==> config.mk <==
export PLATFORM = sky130hd
export DESIGN_NAME = time_ascii_sender
export DESIGN_NICKNAME = d
export VERILOG_FILES = /design/src/rtl/time_sender_pkg.sv /design/src/rtl/bcd_to_ascii.sv /design/src/rtl/time_ascii_sender.sv
export SDC_FILE = /design/constraint.sdc
export NUM_CORES = 1
export LEC_CHECK = 0
export BUFFER_PORTS_ARGS = -buffer_cell sky130_fd_sc_hd__buf_2
export CAP_MARGIN = 30
export CORE_ASPECT_RATIO = 0.6
export CORE_MARGIN = 1
export CORE_UTILIZATION = 25
export CTS_CLUSTER_SIZE = 16
export DETAILED_ROUTE_END_ITERATION = 6
export PLACE_DENSITY = 0.42
export SLEW_MARGIN = 10
export SYNTH_ARGS = -nofsm -noshare
export SYNTH_HDL_FRONTEND = slang
export SYNTH_SLANG_ARGS = --single-unit
export TNS_END_PERCENT = 30
==> constraint.sdc <==
create_clock -name clk -period 7 [get_ports clk]
set_input_delay 0.7 -clock clk [delete_from_list [all_inputs] [get_ports clk]]
set_output_delay 0.7 -clock clk [all_outputs]
set_load 0.01 [all_outputs]
==> src/rtl/time_sender_pkg.sv <==
// Shared types and constants for the BCD time to ASCII frame sender.
// Frame layout: "HH:MM:SS.CC" optionally followed by CR LF.
package time_sender_pkg;

  typedef enum logic {
    IDLE = 1'b0,
    SEND = 1'b1
  } state_t;

  localparam logic [7:0] ASCII_ZERO  = 8'h30;
  localparam logic [7:0] ASCII_COLON = 8'h3A;
  localparam logic [7:0] ASCII_DOT   = 8'h2E;
  localparam logic [7:0] ASCII_CR    = 8'h0D;
  localparam logic [7:0] ASCII_LF    = 8'h0A;
  localparam logic [7:0] ASCII_QMARK = 8'h3F;

  localparam int FRAME_LEN_CRLF   = 13;
  localparam int FRAME_LEN_NOCRLF = 11;

  // Index of the final byte of a frame for the chosen line ending.
  function automatic logic [3:0] last_index(input bit send_crlf);
    return send_crlf ? 4'(FRAME_LEN_CRLF - 1) : 4'(FRAME_LEN_NOCRLF - 1);
  endfunction

endpackage

==> src/rtl/bcd_to_ascii.sv <==
// Combinational BCD digit to ASCII character; non-decimal codes map to '?'.
module bcd_to_ascii
  import time_sender_pkg::*;
(
  input  logic [3:0] digit,
  output logic [7:0] ascii
);

  always_comb begin
    if (digit <= 4'd9) begin
      ascii = ASCII_ZERO + {4'h0, digit};
    end else begin
      ascii = ASCII_QMARK;
    end
  end

endmodule

==> src/rtl/time_ascii_sender.sv <==
// Serialises a snapshot of the 8-digit BCD time into "HH:MM:SS.CC[\r\n]"
// over a valid/ready byte interface; one request may be queued while busy.
module time_ascii_sender
  import time_sender_pkg::*;
#(
  parameter bit SEND_CRLF = 1'b1
) (
  input  logic        clk,
  input  logic        reset,
  input  logic        send_req,
  input  logic [31:0] bcd_in,
  input  logic        tx_ready,
  output logic        tx_valid,
  output logic [7:0]  tx_data,
  output logic        busy,
  output logic        done
);

  localparam logic [3:0] LAST = last_index(SEND_CRLF);

  state_t      state, state_nxt;
  logic [3:0]  idx, idx_nxt;
  logic [31:0] snap, snap_nxt;
  logic        pending, pending_nxt;
  logic        done_nxt;
  logic        hs;
  logic [7:0]  digit_ascii [8];
  logic [7:0]  byte_nxt;

  // tx_valid is a registered copy of (state == SEND), so this is the transfer.
  assign hs = (state == SEND) && tx_ready;

  always_ff @(posedge clk or negedge reset) begin
    if (!reset) begin
      state <= IDLE;
    end else begin
      state <= state_nxt;
    end
  end

  always_comb begin
    state_nxt   = state;
    idx_nxt     = idx;
    snap_nxt    = snap;
    pending_nxt = pending;
    done_nxt    = 1'b0;
    case (state)
      IDLE: begin
        if (send_req || pending) begin
          state_nxt   = SEND;
          idx_nxt     = 4'd0;
          snap_nxt    = bcd_in;
          pending_nxt = 1'b0;
        end
      end
      SEND: begin
        if (send_req) begin
          pending_nxt = 1'b1;
        end
        if (hs) begin
          if (idx == LAST) begin
            state_nxt = IDLE;
            idx_nxt   = 4'd0;
            done_nxt  = 1'b1;
          end else begin
            idx_nxt = idx + 4'd1;
          end
        end
      end
      default: state_nxt = IDLE;
    endcase
  end

  // Converters look at the next snapshot so tx_data can be registered
  // in the same cycle the frame starts.
  for (genvar g = 0; g < 8; g++) begin : g_digit
    bcd_to_ascii u_conv (
      .digit (snap_nxt[4*g +: 4]),
      .ascii (digit_ascii[g])
    );
  end

  always_comb begin
    byte_nxt = 8'h00;
    case (idx_nxt)
      4'd0:    byte_nxt = digit_ascii[7];
      4'd1:    byte_nxt = digit_ascii[6];
      4'd2:    byte_nxt = ASCII_COLON;
      4'd3:    byte_nxt = digit_ascii[5];
      4'd4:    byte_nxt = digit_ascii[4];
      4'd5:    byte_nxt = ASCII_COLON;
      4'd6:    byte_nxt = digit_ascii[3];
      4'd7:    byte_nxt = digit_ascii[2];
      4'd8:    byte_nxt = ASCII_DOT;
      4'd9:    byte_nxt = digit_ascii[1];
      4'd10:   byte_nxt = digit_ascii[0];
      4'd11:   byte_nxt = ASCII_CR;
      4'd12:   byte_nxt = ASCII_LF;
      default: byte_nxt = 8'h00;
    endcase
  end

  always_ff @(posedge clk or negedge reset) begin
    if (!reset) begin
      idx      <= 4'd0;
      snap     <= 32'h0;
      pending  <= 1'b0;
      tx_valid <= 1'b0;
      tx_data  <= 8'h00;
      busy     <= 1'b0;
      done     <= 1'b0;
    end else begin
      idx      <= idx_nxt;
      snap     <= snap_nxt;
      pending  <= pending_nxt;
      tx_valid <= (state_nxt == SEND);
      tx_data  <= (state_nxt == SEND) ? byte_nxt : 8'h00;
      busy     <= (state_nxt == SEND);
      done     <= done_nxt;
    end
  end

endmodule

Word level (Yosys, flattened, before mapping)
Cells that the tools add are included.
{"block": "word_totals", "word_cells": 70, "output_inout_bits": 11, "ff_bits": 47, "input_bits": 36}
{"block": "op_classes", "reduce_logical": 5, "n_bitwise": 1, "n_eq_ne": 15, "mux": 26, "add_sub_neg": 9, "n_lt_le_gt_ge": 8}
{"operator": "case mux 8 bit (12 select lines)", "n": 1}
{"operator": "2-to-1 mux 8 bit", "n": 9}
{"operator": "2-to-1 mux 32 bit", "n": 2}
{"operator": "adder 6 x 4 -> 7 bit, first input constant", "n": 8}
{"operator": "<= comparator 4 bit, second input constant", "n": 8}
{"operator": "equality test 4 bit, second input constant", "n": 6}
{"operator": "equality test 4 x 3 -> 1 bit, second input constant", "n": 4}
{"operator": "2-to-1 mux 4 bit", "n": 3}
{"operator": "equality test 4 x 2 -> 1 bit, second input constant", "n": 2}
{"operator": "2-to-1 mux 1 bit", "n": 8}
{"operator": "case mux 4 bit (2 select lines)", "n": 1}
{"operator": "adder 4 x 1 -> 4 bit, second input constant", "n": 1}
{"operator": "equality test 4 x 1 -> 1 bit, second input constant", "n": 1}
{"operator": "logical NOT 4 bit", "n": 1}
{"operator": "inequality test 2 bit, second input constant", "n": 2}
{"operator": "case mux 1 bit (2 select lines)", "n": 2}
{"operator": "AND reduction 2 bit", "n": 1}
{"operator": "OR reduction 2 bit", "n": 1}
{"operator": "logical AND 1 bit", "n": 1}
{"operator": "logical OR 1 bit", "n": 1}
{"operator": "inverter 1 bit", "n": 1}

Logic depth before layout (Yosys ltp)
Gate-level depths: netlist of run 1.
{"block": "depth", "word_depth": 8, "depth_mapped": 10}

Hierarchy
From an unflattened synthesis of run 1, not the netlist that was laid out.
{"block": "hier_totals", "cells_unflattened": 342, "area_unflattened_um2": 3270.6}
{"mod": "time_ascii_sender", "n_inst": 1, "cells_each": 254, "seq_area_each_um2": 1176.1, "area_per_inst_um2": 2730.1}
{"mod": "bcd_to_ascii", "n_inst": 8, "cells_each": 11, "seq_area_each_um2": 0.0, "area_per_inst_um2": 67.6}

Worst setup path after synthesis of run 1
OpenSTA, ideal clock, no wires.
{"block": "synth_timing", "path_kind": "input to register", "startpoint": "in tx_ready", "endpoint": "reg tx_data[2]", "slack_ps": 4566, "n_path_buf": 0, "arrival_time_ps": 2357, "setup_time_ps": 78, "path_stages": 7, "required_time_ps": 6922, "cell_sequence": "mux2_4 > a21oi_2 > mux4_2 > nor2_1 > nor3_1 > or3_1 > a21oi_1"}
{"block": "synth_via", "elab_chain_len": 7, "elab_cells_between_ends": 21, "cone_classes": "12 x eq/ne; 6 x mux; 3 x reduce/logical"}
{"item": "from (decl)", "line": "time_ascii_sender.sv:12", "source": "input logic tx_ready,"}
{"item": "logical AND 1 bit (*)", "line": "time_ascii_sender.sv:31", "source": "assign hs = (state == SEND) && tx_ready;"}
{"item": "2-to-1 mux 4 bit", "line": "time_ascii_sender.sv:60", "source": "if (hs) begin"}
{"item": "case mux 4 bit (2 select lines)", "line": "time_ascii_sender.sv:47", "source": "case (state)"}
{"item": "equality test 4 x 3 -> 1 bit or equality test 4 x 2 -> 1 bit (tied branches)", "line": "time_ascii_sender.sv:85", "source": "case (idx_nxt)"}
{"item": "OR reduction 2 bit (no line)"}
{"item": "case mux 8 bit (12 select lines)", "line": "time_ascii_sender.sv:85"}
{"item": "2-to-1 mux 8 bit (*)", "line": "time_ascii_sender.sv:117", "source": "tx_data <= (state_nxt == SEND) ? byte_nxt : 8'h00;"}
{"item": "to (signal assigned)", "line": "time_ascii_sender.sv:117"}
{"item": "to (decl)", "line": "time_ascii_sender.sv:14", "source": "output logic [7:0] tx_data,"}
Mark *: on every way between the ends. The rest lies on a longest branch, timed or not.
A chain may end at the register's enable or synchronous reset.

Worst setup path in the final report of run 1
{"block": "layout_timing", "startpoint": "reg idx[0]", "endpoint": "reg tx_data[1]"}
{"block": "layout_via", "elab_chain_len": 8, "elab_cells_between_ends": 25, "cone_classes": "1 x add/sub; 13 x eq/ne; 9 x mux; 2 x reduce/logical"}
{"item": "from (decl)", "line": "time_ascii_sender.sv:22", "source": "logic [3:0] idx, idx_nxt;"}
{"item": "from (signal assigned)", "line": "time_ascii_sender.sv:113", "source": "idx <= idx_nxt;"}
{"item": "adder 4 x 1 -> 4 bit or equality test 4 bit (tied branches)", "line": "time_ascii_sender.sv:66, time_ascii_sender.sv:61"}
{"item": "2-to-1 mux 4 bit", "line": "time_ascii_sender.sv:61", "source": "if (idx == LAST) begin"}
{"item": "2-to-1 mux 4 bit", "line": "time_ascii_sender.sv:60"}
{"item": "case mux 4 bit (2 select lines)", "line": "time_ascii_sender.sv:47"}
{"item": "equality test 4 x 3 -> 1 bit or equality test 4 x 2 -> 1 bit (tied branches)", "line": "time_ascii_sender.sv:85"}
{"item": "OR reduction 2 bit (no line)"}
{"item": "case mux 8 bit (12 select lines)", "line": "time_ascii_sender.sv:85"}
{"item": "2-to-1 mux 8 bit (*)", "line": "time_ascii_sender.sv:117"}
Marked as above.

==> out/metrics.cfg, run 1 <==
[worst_setup_path]
start_kind = flop
required_ns = 7.21
crit_type = reg2reg
crit_arrival_ns = 3.37
ff2ff_setup_slack_ns = 3.84
reg2regPathDepth = 9
cp_max_fo = 16
worstSetupEndpointType = flop

[synthesis]
ys_warn_count = 0
ys_types = 56
avgSynthCellArea_um2 = 8.796
ys_async_sr_fraction_pct = 100.0
synth_seq_area_share_pct = 42.96
synth_top_cell_area_share_pct = 42.96
synthFlopType = dfrtp_1
synth_largest_area_cell = dfrtp_1
synth-seq-cells = 45
syn_inst = 298
synth_area_um2 = 2621
ys_top_cells_by_area = dfrtp_1 43%, nand2_1 9.5%, a21oi_1 4.8%
synth_enable_flop_cells = 0

[route]
routed_wirelength_mm = 7.638
drt_iter0_markers = 154
drc = 0
firstDrtPassIters = 4
post_drt_wl_per_cell_um = 16.29
ant_nets = 0
viasPerCell = 4.868
vias = 2283

[place]
placed_area_um2 = 2932
dp.cells = 461
hpwl_mm = 5.427
io_buffer_count = 44
gp_congestion = 0.7882

[worst_hold_path]
hp-class = reg2reg
holdPathStages = 2

[die]
start_util_pct = 26.16
std_cell_rows = 28
core_area_um2 = 10020
die_w_um = 134.2
ios = 47
dieArea_um2 = 10910
die_h_um = 81.32

[global_route]
grt_pass1_wl_mm = 12.27
grt_usage_pct = 15.06
overflow = 0
antenna_found_initial = 0
grt_pass1_vias = 2214
grt_max_degree = 56

[power]
finalPower_uw = 1359
p_per_area_nw_per_um2 = 437.9
peakVddDrop_mv = 0.1265
p_leak_uw = 0.001415

[layout]
area_growth_pct = 18.42
fin_cells = 469
nets = 371
utilization_pct = 30.98
antenna_cells = 0
drive_gt1_share_pct = 22.46
fin_area_um2 = 3104

[clock_tree]
clkTransAtPathRegs_ns = 0.06
clk_latency_ns = 0.29
clock-sinks = 45
cts_tree = built
cts_resized = 0
clockBufferDepth = 2
cts_buffers = 5
cts_root_buf = clkbuf_16
ctsHoldBuffers = 0
cts-htree-levels = 2
cts_setup_buffers = 0

[timing]
final-hold-violation-count = 0
fin_skew_ns = 0.007313
rsz0062_at_grt = no
period_minus_slack_ns = 3.159
period_share_pct = 45.13
slew_headroom_pct = 44.49
fin_setup_tns_ns = 0
fmax_mhz = 316.6
slew_viol_final = 0
setup_violations = 0
worst-slew-pin-transition_ns = 0.8301

[flow_run]
cap_violations = 0

[outcome]
outcome = finished, final reports clean

## sequential cells by signal (all words and copies together) (netlist names)
signal,cells
snap,32
tx_data,6
idx,4
busy,1
done,1
pending,1
## through the flow
stage                     hold slack [ns]  setup slack, ns
after detailed placement           0.4754            3.704
after floorplan                    0.4044            4.566
after global placement             0.4631            3.812
after CTS                          0.4914            3.826
final                              0.4813            3.841
after global routing               0.5114            3.620
## path summary, 6_finish.rpt
kind | start | to
min in group asynchronous | reset | snap[17]$_DFF_PN0_
max in group asynchronous | reset | snap[15]$_DFF_PN0_
hold / removal | snap[20]$_DFF_PN0_ | snap[20]$_DFF_PN0_
setup reg to reg | idx[0]$_DFF_PN0_ | tx_data[1]$_DFF_PN0_
setup / recovery | idx[0]$_DFF_PN0_ | tx_data[1]$_DFF_PN0_
hold reg to reg | snap[20]$_DFF_PN0_ | snap[20]$_DFF_PN0_
## cells in the mapped netlist, types with 3 or more instances
cell type / n
dfrtp_1: 45
a21o_1: 3
o211ai_1: 3
nor3_1: 14
inv_1: 10
buf_6: 3
o21ai_0: 12
nand3_1: 9
a21oi_1: 25
mux2i_1: 8
nand2_1: 66
a31oi_1: 5
o21a_1: 4
o21ai_1: 3
buf_4: 3
buf_2: 8
mux2_2: 7
nor2_1: 11
a211oi_1: 9
clkbuf_1: 4
## cell usage in the layout (no fill, tap or decap), types with 2 or more instances in the layout
cell type and instances:
o31ai_1 2, mux2i_1 8, nand3_1 9, nor2b_1 2, o21ai_1 3, nor2_1 10, buf_4 3, o21a_1 4
a311oi_1 2, nand3b_1 2, dfrtp_1 45, a2111oi_0 2, ha_1 2, and3_1 2, clkbuf_16 5, a31oi_1 5
o211ai_1 3, nor3_1 14, a21oi_1 25, a21o_1 3, buf_2 44, mux2_2 7, nand2_1 66, conb_1 2
or3_1 2, a211oi_1 9, inv_1 10, o21ai_0 12, a2111oi_2 2
## power breakdown
part	internal [µW]	total, µW	switching [µW]
clock	179	281	102
combinational	239	599	361
sequential	383	479	96.4
total	800	1360	560
## cell type report
cell class                      count  area, µm²
Sequential cell                    45       1126
Timing Repair Buffer               47      242.7
Inverter                           12      46.29
Clock buffer                        7      142.6
Clock inverter                      1      30.03
Multi-Input combinational cell    222       1348
Tap cell                          135      168.9
Fill cell                        1089       6915
## layer usage
metal | global-route usage, % | routed length (µm) | vias up
met1 | 23.72 | 4256 | 1081
met3 | 3.558 | 401 | 7
met5 | 0 | 0 | -
li1 | - | - | 1138
met2 | 19.27 | 2893 | 57
met4 | 4.719 | 87 | 0
## critical path, stage by stage, from the launching register on
cell,delay (ns)
dfrtp_1,0.43
inv_1,0.08
ha_1,0.29
mux2_4,0.26
a21oi_2,0.60
inv_1,0.45
a311oi_1,0.40
o21ai_0,0.14
a21o_1,0.22
a31oi_1,0.18
## kinds of logic (layout without fill, tap and decap cells)
kind of cell / count (synthesis) / in the layout / synth area share (%)
other: 1 / 2 / 0.1431
AOI/OAI and AO/OA: 87 / 87 / 22.34
DFF: 45 / 45 / 42.96
buffers and inverters: 32 / 67 / 6.300
and+or+nand+nor: 114 / 114 / 19.81
muxes: 17 / 17 / 7.494
adders and majority gates: 2 / 2 / 0.9545
No activity file was read; power rests on OpenSTA's default activity.
==> run 2, diff against run 1 <==
==> constraint.sdc (replaced) <==
create_clock -name clk -period 3.2 [get_ports clk]
set_input_delay 0.32 -clock clk [delete_from_list [all_inputs] [get_ports clk]]
set_output_delay 0.32 -clock clk [all_outputs]
set_load 0.01 [all_outputs]
==> run 2 against run 1 <==
First-iteration DRC count increased by 8.4%; utilization increased by 0.71 points; sequential power increased by 120%; via count increased by 1.9%; critical endpoint is now tx_data[2]$_DFF_PN0_; largest cell class unchanged; largest power group unchanged; highest routed layer unchanged.
==> out/metrics.cfg, run 2 (synthesis results as in run 1) <==
[outcome]
outcome = finished, final reports clean

[die]
core_area_um2 = 10020  ; unchanged
die_w_um = 134.2  ; unchanged
std_cell_rows = 28  ; unchanged
ios = 47  ; unchanged
die_h_um = 81.32  ; unchanged
dieArea_um2 = 10910  ; unchanged
start_util_pct = 26.16  ; unchanged

[route]
routed_wirelength_mm = 7.728  ; +1.2%
ant_nets = 0  ; unchanged
drc = 0  ; unchanged
vias = 2327  ; +1.9%
firstDrtPassIters = 4  ; unchanged
post_drt_wl_per_cell_um = 16.17  ; -0.73%
drt_iter0_markers = 167  ; +8.4%
viasPerCell = 4.868  ; about the same

[timing]
worst-slew-pin-transition_ns = 0.8575  ; +0.02737 ns
period_minus_slack_ns = 2.742  ; -0.4172 ns
slew_viol_final = 0  ; unchanged
final-hold-violation-count = 0  ; unchanged
setup_violations = 0  ; unchanged
period_share_pct = 85.67  ; +41 points
rsz0062_at_grt = no
fmax_mhz = 364.8  ; +15%
slew_headroom_pct = 42.68  ; -1.8 points
fin_skew_ns = 0.008658  ; +0.001345 ns
fin_setup_tns_ns = 0  ; unchanged

[layout]
area_growth_pct = 21.15
fin_cells = 478  ; +1.9%
largest_register = snap
fin_area_um2 = 3176  ; +2.3%
largest_reg_flops = 32  ; unchanged
antenna_cells = 0  ; unchanged
final_cell_mix = 66 x nand2_1, 45 x dfrtp_1, 44 x buf_2
multi_input_area_um2 = 1348  ; unchanged
regArea_um2 = 1126  ; unchanged
drive_gt1_share_pct = 24.78  ; +2.3 points
fillers = 1069  ; -1.8%
nets = 380  ; +2.4%
utilization_pct = 31.69  ; +0.71 points
layout_commonest_cell = nand2_1
top_regs = snap: 32 flops, tx_data: 6 flops, idx: 4 flops

[worst_hold_path]
hp-class = in2async

[flow_run]
cap_violations = 0  ; unchanged

[clock_tree]
cts_tree = built
clockBufferDepth = 2  ; unchanged
ctsHoldBuffers = 0  ; unchanged
clkTransAtPathRegs_ns = 0.07  ; about the same
clk_latency_ns = 0.29  ; about the same
clock-sinks = 45  ; unchanged
cts-htree-levels = 2  ; unchanged
cts_root_buf = clkbuf_16
cts_setup_buffers = 0  ; unchanged
cts_buffers = 5  ; unchanged
cts_resized = 0  ; unchanged

[place]
dp.cells = 470  ; +2.0%
io_buffer_count = 44  ; unchanged
gp_congestion = 0.8544  ; +8.4%
placed_area_um2 = 2999  ; +2.3%
hpwl_mm = 5.723  ; +5.4%

[global_route]
overflow = 0  ; unchanged
antenna_found_initial = 0  ; unchanged
grt_pass1_wl_mm = 12.72  ; +3.7%
grt_usage_pct = 15.64  ; +0.58 points
grt_pass1_vias = 2267  ; +2.4%
grt_max_degree = 32  ; -43%

[worst_setup_path]
required_ns = 3.42  ; -3.79 ns
worstSetupEndpointType = flop
crit_arrival_ns = 2.96  ; -0.41 ns
cp_max_fo = 5  ; -11
crit_type = reg2reg
start_kind = flop

[power]
peakVddDrop_mv = 0.2688  ; +110%
p_per_area_nw_per_um2 = 961.4  ; +120%
p_leak_uw = 0.001455  ; +2.9%

run 2: area by class of cell:
class / instances / share of cell area [%]
Timing Repair Buffer: 56 / 9.771
Tap cell: 135 / 5.319
Multi-Input combinational cell: 222 / 42.43
Inverter: 12 / 1.458
Clock buffer: 6 / 4.374
Sequential cell: 45 / 35.46
Clock inverter: 2 / 1.182
run 2: where the power goes:
part	switching, µW	internal [µW]	total [µW]
clock network	234	390	624
logic	808	575	1380
registers	209	836	1050
run 2: final timing paths:
check                                         from              endpoint  slack [ns]  cells after the start
worst min-delay path                         reset    snap[17]$_DFF_PN0_        0.03                      1
max in group asynchronous                    reset    snap[27]$_DFF_PN0_        2.43                      2
worst max-delay path              idx[0]$_DFF_PN0_  tx_data[2]$_DFF_PN0_        0.46                      9
worst min register to register  snap[20]$_DFF_PN0_    snap[20]$_DFF_PN0_        0.48                      2
min in group clk                         bcd_in[8]     snap[8]$_DFF_PN0_        0.21                      3
worst max register to register    idx[0]$_DFF_PN0_  tx_data[2]$_DFF_PN0_        0.46                      9
run 2: layer usage:
metal  part of all wire, %  track usage, %
met2                    37           20.16
met4                  0.74           3.371
met1                    57           24.93
met3                   5.2           3.870
met5                     0               0
run 2: metrics by stage:
stage	hold slack (ns)	power [µW]	setup WS, ns
final	0.02764	3053	0.4585
after global routing	0.06805	3318	0.2035
after CTS	0.04809	3071	0.4395
after global placement	0.3772	2448	0.4008
after floorplan	0.02441	1961	0.7850
after detailed placement	0.3642	2430	0.4677
run 2: critical path, stage by stage, from the launching register on:
cell     delay [ns]
dfrtp_1        0.43
inv_1          0.08
ha_1           0.29
mux2_4         0.26
a21oi_2        0.37
mux4_2         0.55
nor2_1         0.10
nor3_1         0.06
or3_1          0.36
a21oi_1        0.16
==> run 3, diff against run 2 <==
--- a/config.mk
+++ b/config.mk
@@ -12,7 +12,7 @@
 export CORE_UTILIZATION = 25
 export CTS_CLUSTER_SIZE = 16
 export DETAILED_ROUTE_END_ITERATION = 6
-export PLACE_DENSITY = 0.42
+export PLACE_DENSITY = 0.46
 export SLEW_MARGIN = 10
 export SYNTH_ARGS = -nofsm -noshare
 export SYNTH_HDL_FRONTEND = slang
==> run 3 against run 2 <==
The flow now finishes with violations (negative hold slack); highest routed layer unchanged; sequential power about the same; largest cell class unchanged; die area unchanged; hold slack worse by 0.038 ns; global-route usage down 0.63 points.
==> out/metrics.cfg, run 3 (synthesis results as in run 1) <==
[power]
switchingPower_uw = 1216  ; -2.8%
p_int_uw = 1682  ; -6.6%
switching_share_pct = 41.95  ; +0.96 points
p_per_area_nw_per_um2 = 927.2  ; -3.5%
peakVddDrop_mv = 0.2453  ; -8.8%
combPwrFrac_pct = 46.3  ; +1.0 points
p_seq_share_pct = 36.3  ; +2.1 points
p_leak_uw = 0.001427  ; -1.9%
clkPwrFrac_pct = 17.4  ; -3.0 points

[timing]
rsz0062_at_grt = no
layout_setup_ws_ns = 0.5622  ; +0.1037 ns
hold_ws_ns = -0.01084  ; -0.03848 ns
fmax_mhz = 379.1  ; +3.9%
slew_headroom_pct = 48.43  ; +5.7 points
slew_viol_final = 0  ; unchanged
worst-slew-pin-transition_ns = 0.7716  ; -0.08591 ns
period_share_pct = 82.43  ; -3.2 points
final-hold-violation-count = 9  ; +9
fin_setup_tns_ns = 0  ; unchanged
fin_skew_ns = 0.004096  ; -0.004562 ns
setup_violations = 0  ; unchanged
period_minus_slack_ns = 2.638  ; -0.1037 ns

[worst_setup_path]
startpoint = idx[0]$_DFF_PN0_
crit_arrival_ns = 2.85  ; -0.11 ns
start_kind = flop
required_ns = 3.42  ; about the same
crit-reg2reg-launch = idx[0]$_DFF_PN0_
crit_type = reg2reg
worstSetupEndpointType = flop
reg2regPathDepth = 9  ; unchanged
cp_max_fo = 7  ; +2

[route]
firstDrtPassIters = 4  ; unchanged
drc = 0  ; unchanged
vias = 2329  ; +0.086%
post_drt_wl_per_cell_um = 16.07  ; -0.62%
viasPerCell = 4.903  ; +0.72%
drt_iter0_markers = 231  ; +38%
ant_nets = 0  ; unchanged
routed_wirelength_mm = 7.632  ; -1.2%

[place]
io_buffer_count = 44  ; unchanged
gp_congestion = 0.8242  ; -3.5%
hpwl_mm = 5.766  ; +0.75%
dp_slack_ns = 0.5726  ; +0.1049 ns

[clock_tree]
clockBufferDepth = 2  ; unchanged
clkTransAtPathRegs_ns = 0.06  ; about the same
clk_latency_ns = 0.29  ; about the same
cts-htree-levels = 2  ; unchanged
cts_tree = built
ctsHoldBuffers = 0  ; unchanged
cts_root_buf = clkbuf_16
cts_setup_buffers = 0  ; unchanged
cts_resized = 0  ; unchanged
cts_buffers = 5  ; unchanged
clock-sinks = 45  ; unchanged

[global_route]
grt_usage_pct = 15.01  ; -0.63 points
grt_pass1_wl_mm = 12.21  ; -4.0%
grt_pass1_vias = 2255  ; -0.53%
grt_max_degree = 29  ; -9.4%
antenna_found_initial = 0  ; unchanged
overflow = 0  ; unchanged

[layout]
drive_gt1_share_pct = 23.24  ; -1.5 points
layout_commonest_cell = nand2_1
area_growth_pct = 19.24
largest_reg_flops = 32  ; unchanged
top_regs = snap: 32 flops, tx_data: 6 flops, idx: 4 flops
largest_register = snap
antenna_cells = 0  ; unchanged
nets = 377  ; -0.79%
final_cell_mix = 66 x nand2_1, 45 x dfrtp_1, 44 x buf_2

[die]
die_h_um = 81.32  ; unchanged
start_util_pct = 26.16  ; unchanged
ios = 47  ; unchanged
std_cell_rows = 28  ; unchanged
dieArea_um2 = 10910  ; unchanged
core_area_um2 = 10020  ; unchanged
die_w_um = 134.2  ; unchanged

[flow_run]
cap_violations = 0  ; unchanged

[worst_hold_path]
hp-class = in2async

[outcome]
failed_checks = negative hold slack
outcome = finished, violations left

## run 3: changes by cell type in the layout (fill, tap and decap cells not counted), sizes merged
cell | before | now
buf | 56 | 53
bufinv | 1 | 0
clkbuf | 6 | 8
clkinvlp | 1 | 0
## run 3: metrics by stage
step | hold WS [ns] | cells | util [%] | cell area (µm²) | total power [µW]
floorplan | 0.02441 | 299 | - | 2625 | 1961
global placement | 0.4701 | 466 | 29.63 | 2969 | 2392
detailed placement | 0.3110 | 467 | 29.83 | 2989 | 2398
CTS | 0.001059 | 475 | 31.19 | 3126 | 2921
global route | 0.02842 | 475 | 31.19 | 3126 | 3139
finish | -0.01084 | 475 | 31.19 | 3126 | 2898
## run 3: critical path, cell delays in order, from the launching register on
cell and delay (ns):
dfrtp_1 0.40, inv_1 0.07, ha_1 0.29, mux2_4 0.26, a21oi_2 0.35, mux4_2 0.55, nor2_1 0.10, nor3_1 0.05
or3_1 0.34, a21oi_1 0.15
## run 3: worst paths after layout
kind / end / slack [ns]
max: tx_data[2]$_DFF_PN0_ / 0.56
min: snap[17]$_DFF_PN0_ / -0.01
max reg2reg: tx_data[2]$_DFF_PN0_ / 0.56
min reg2reg: snap[20]$_DFF_PN0_ / 0.48
max in group asynchronous: snap[4]$_DFF_PN0_ / 2.67
min in group clk: snap[8]$_DFF_PN0_ / 0.22
## run 3: power groups by stage
stage	Combinational (µW)	Clock (µW)	Sequential (µW)
5_1_grt	1500	542	1090
3_5_place_dp	1340	0	1060
4_1_cts	1350	526	1050
2_1_floorplan	951	0	1010
3_3_place_gp	1340	0	1050
6_report	1340	505	1050
## run 3: cell type report
cell class                      count  area (µm²)
Tap cell                          135       168.9
Timing Repair Buffer               53       300.3
Multi-Input combinational cell    222        1348
Fill cell                        1120        6894
Sequential cell                    45        1126
Inverter                           12       46.29
Clock buffer                        8       136.4
## run 3: layer usage
metal / up-vias / global-route usage, % / wire length [µm]
li1: 1148 / - / -
met1: 1106 / 23.36 / 4178
met2: 70 / 19.84 / 2819
met3: 5 / 4.182 / 593
met4: 0 / 3.034 / 41
met5: - / 0 / 0
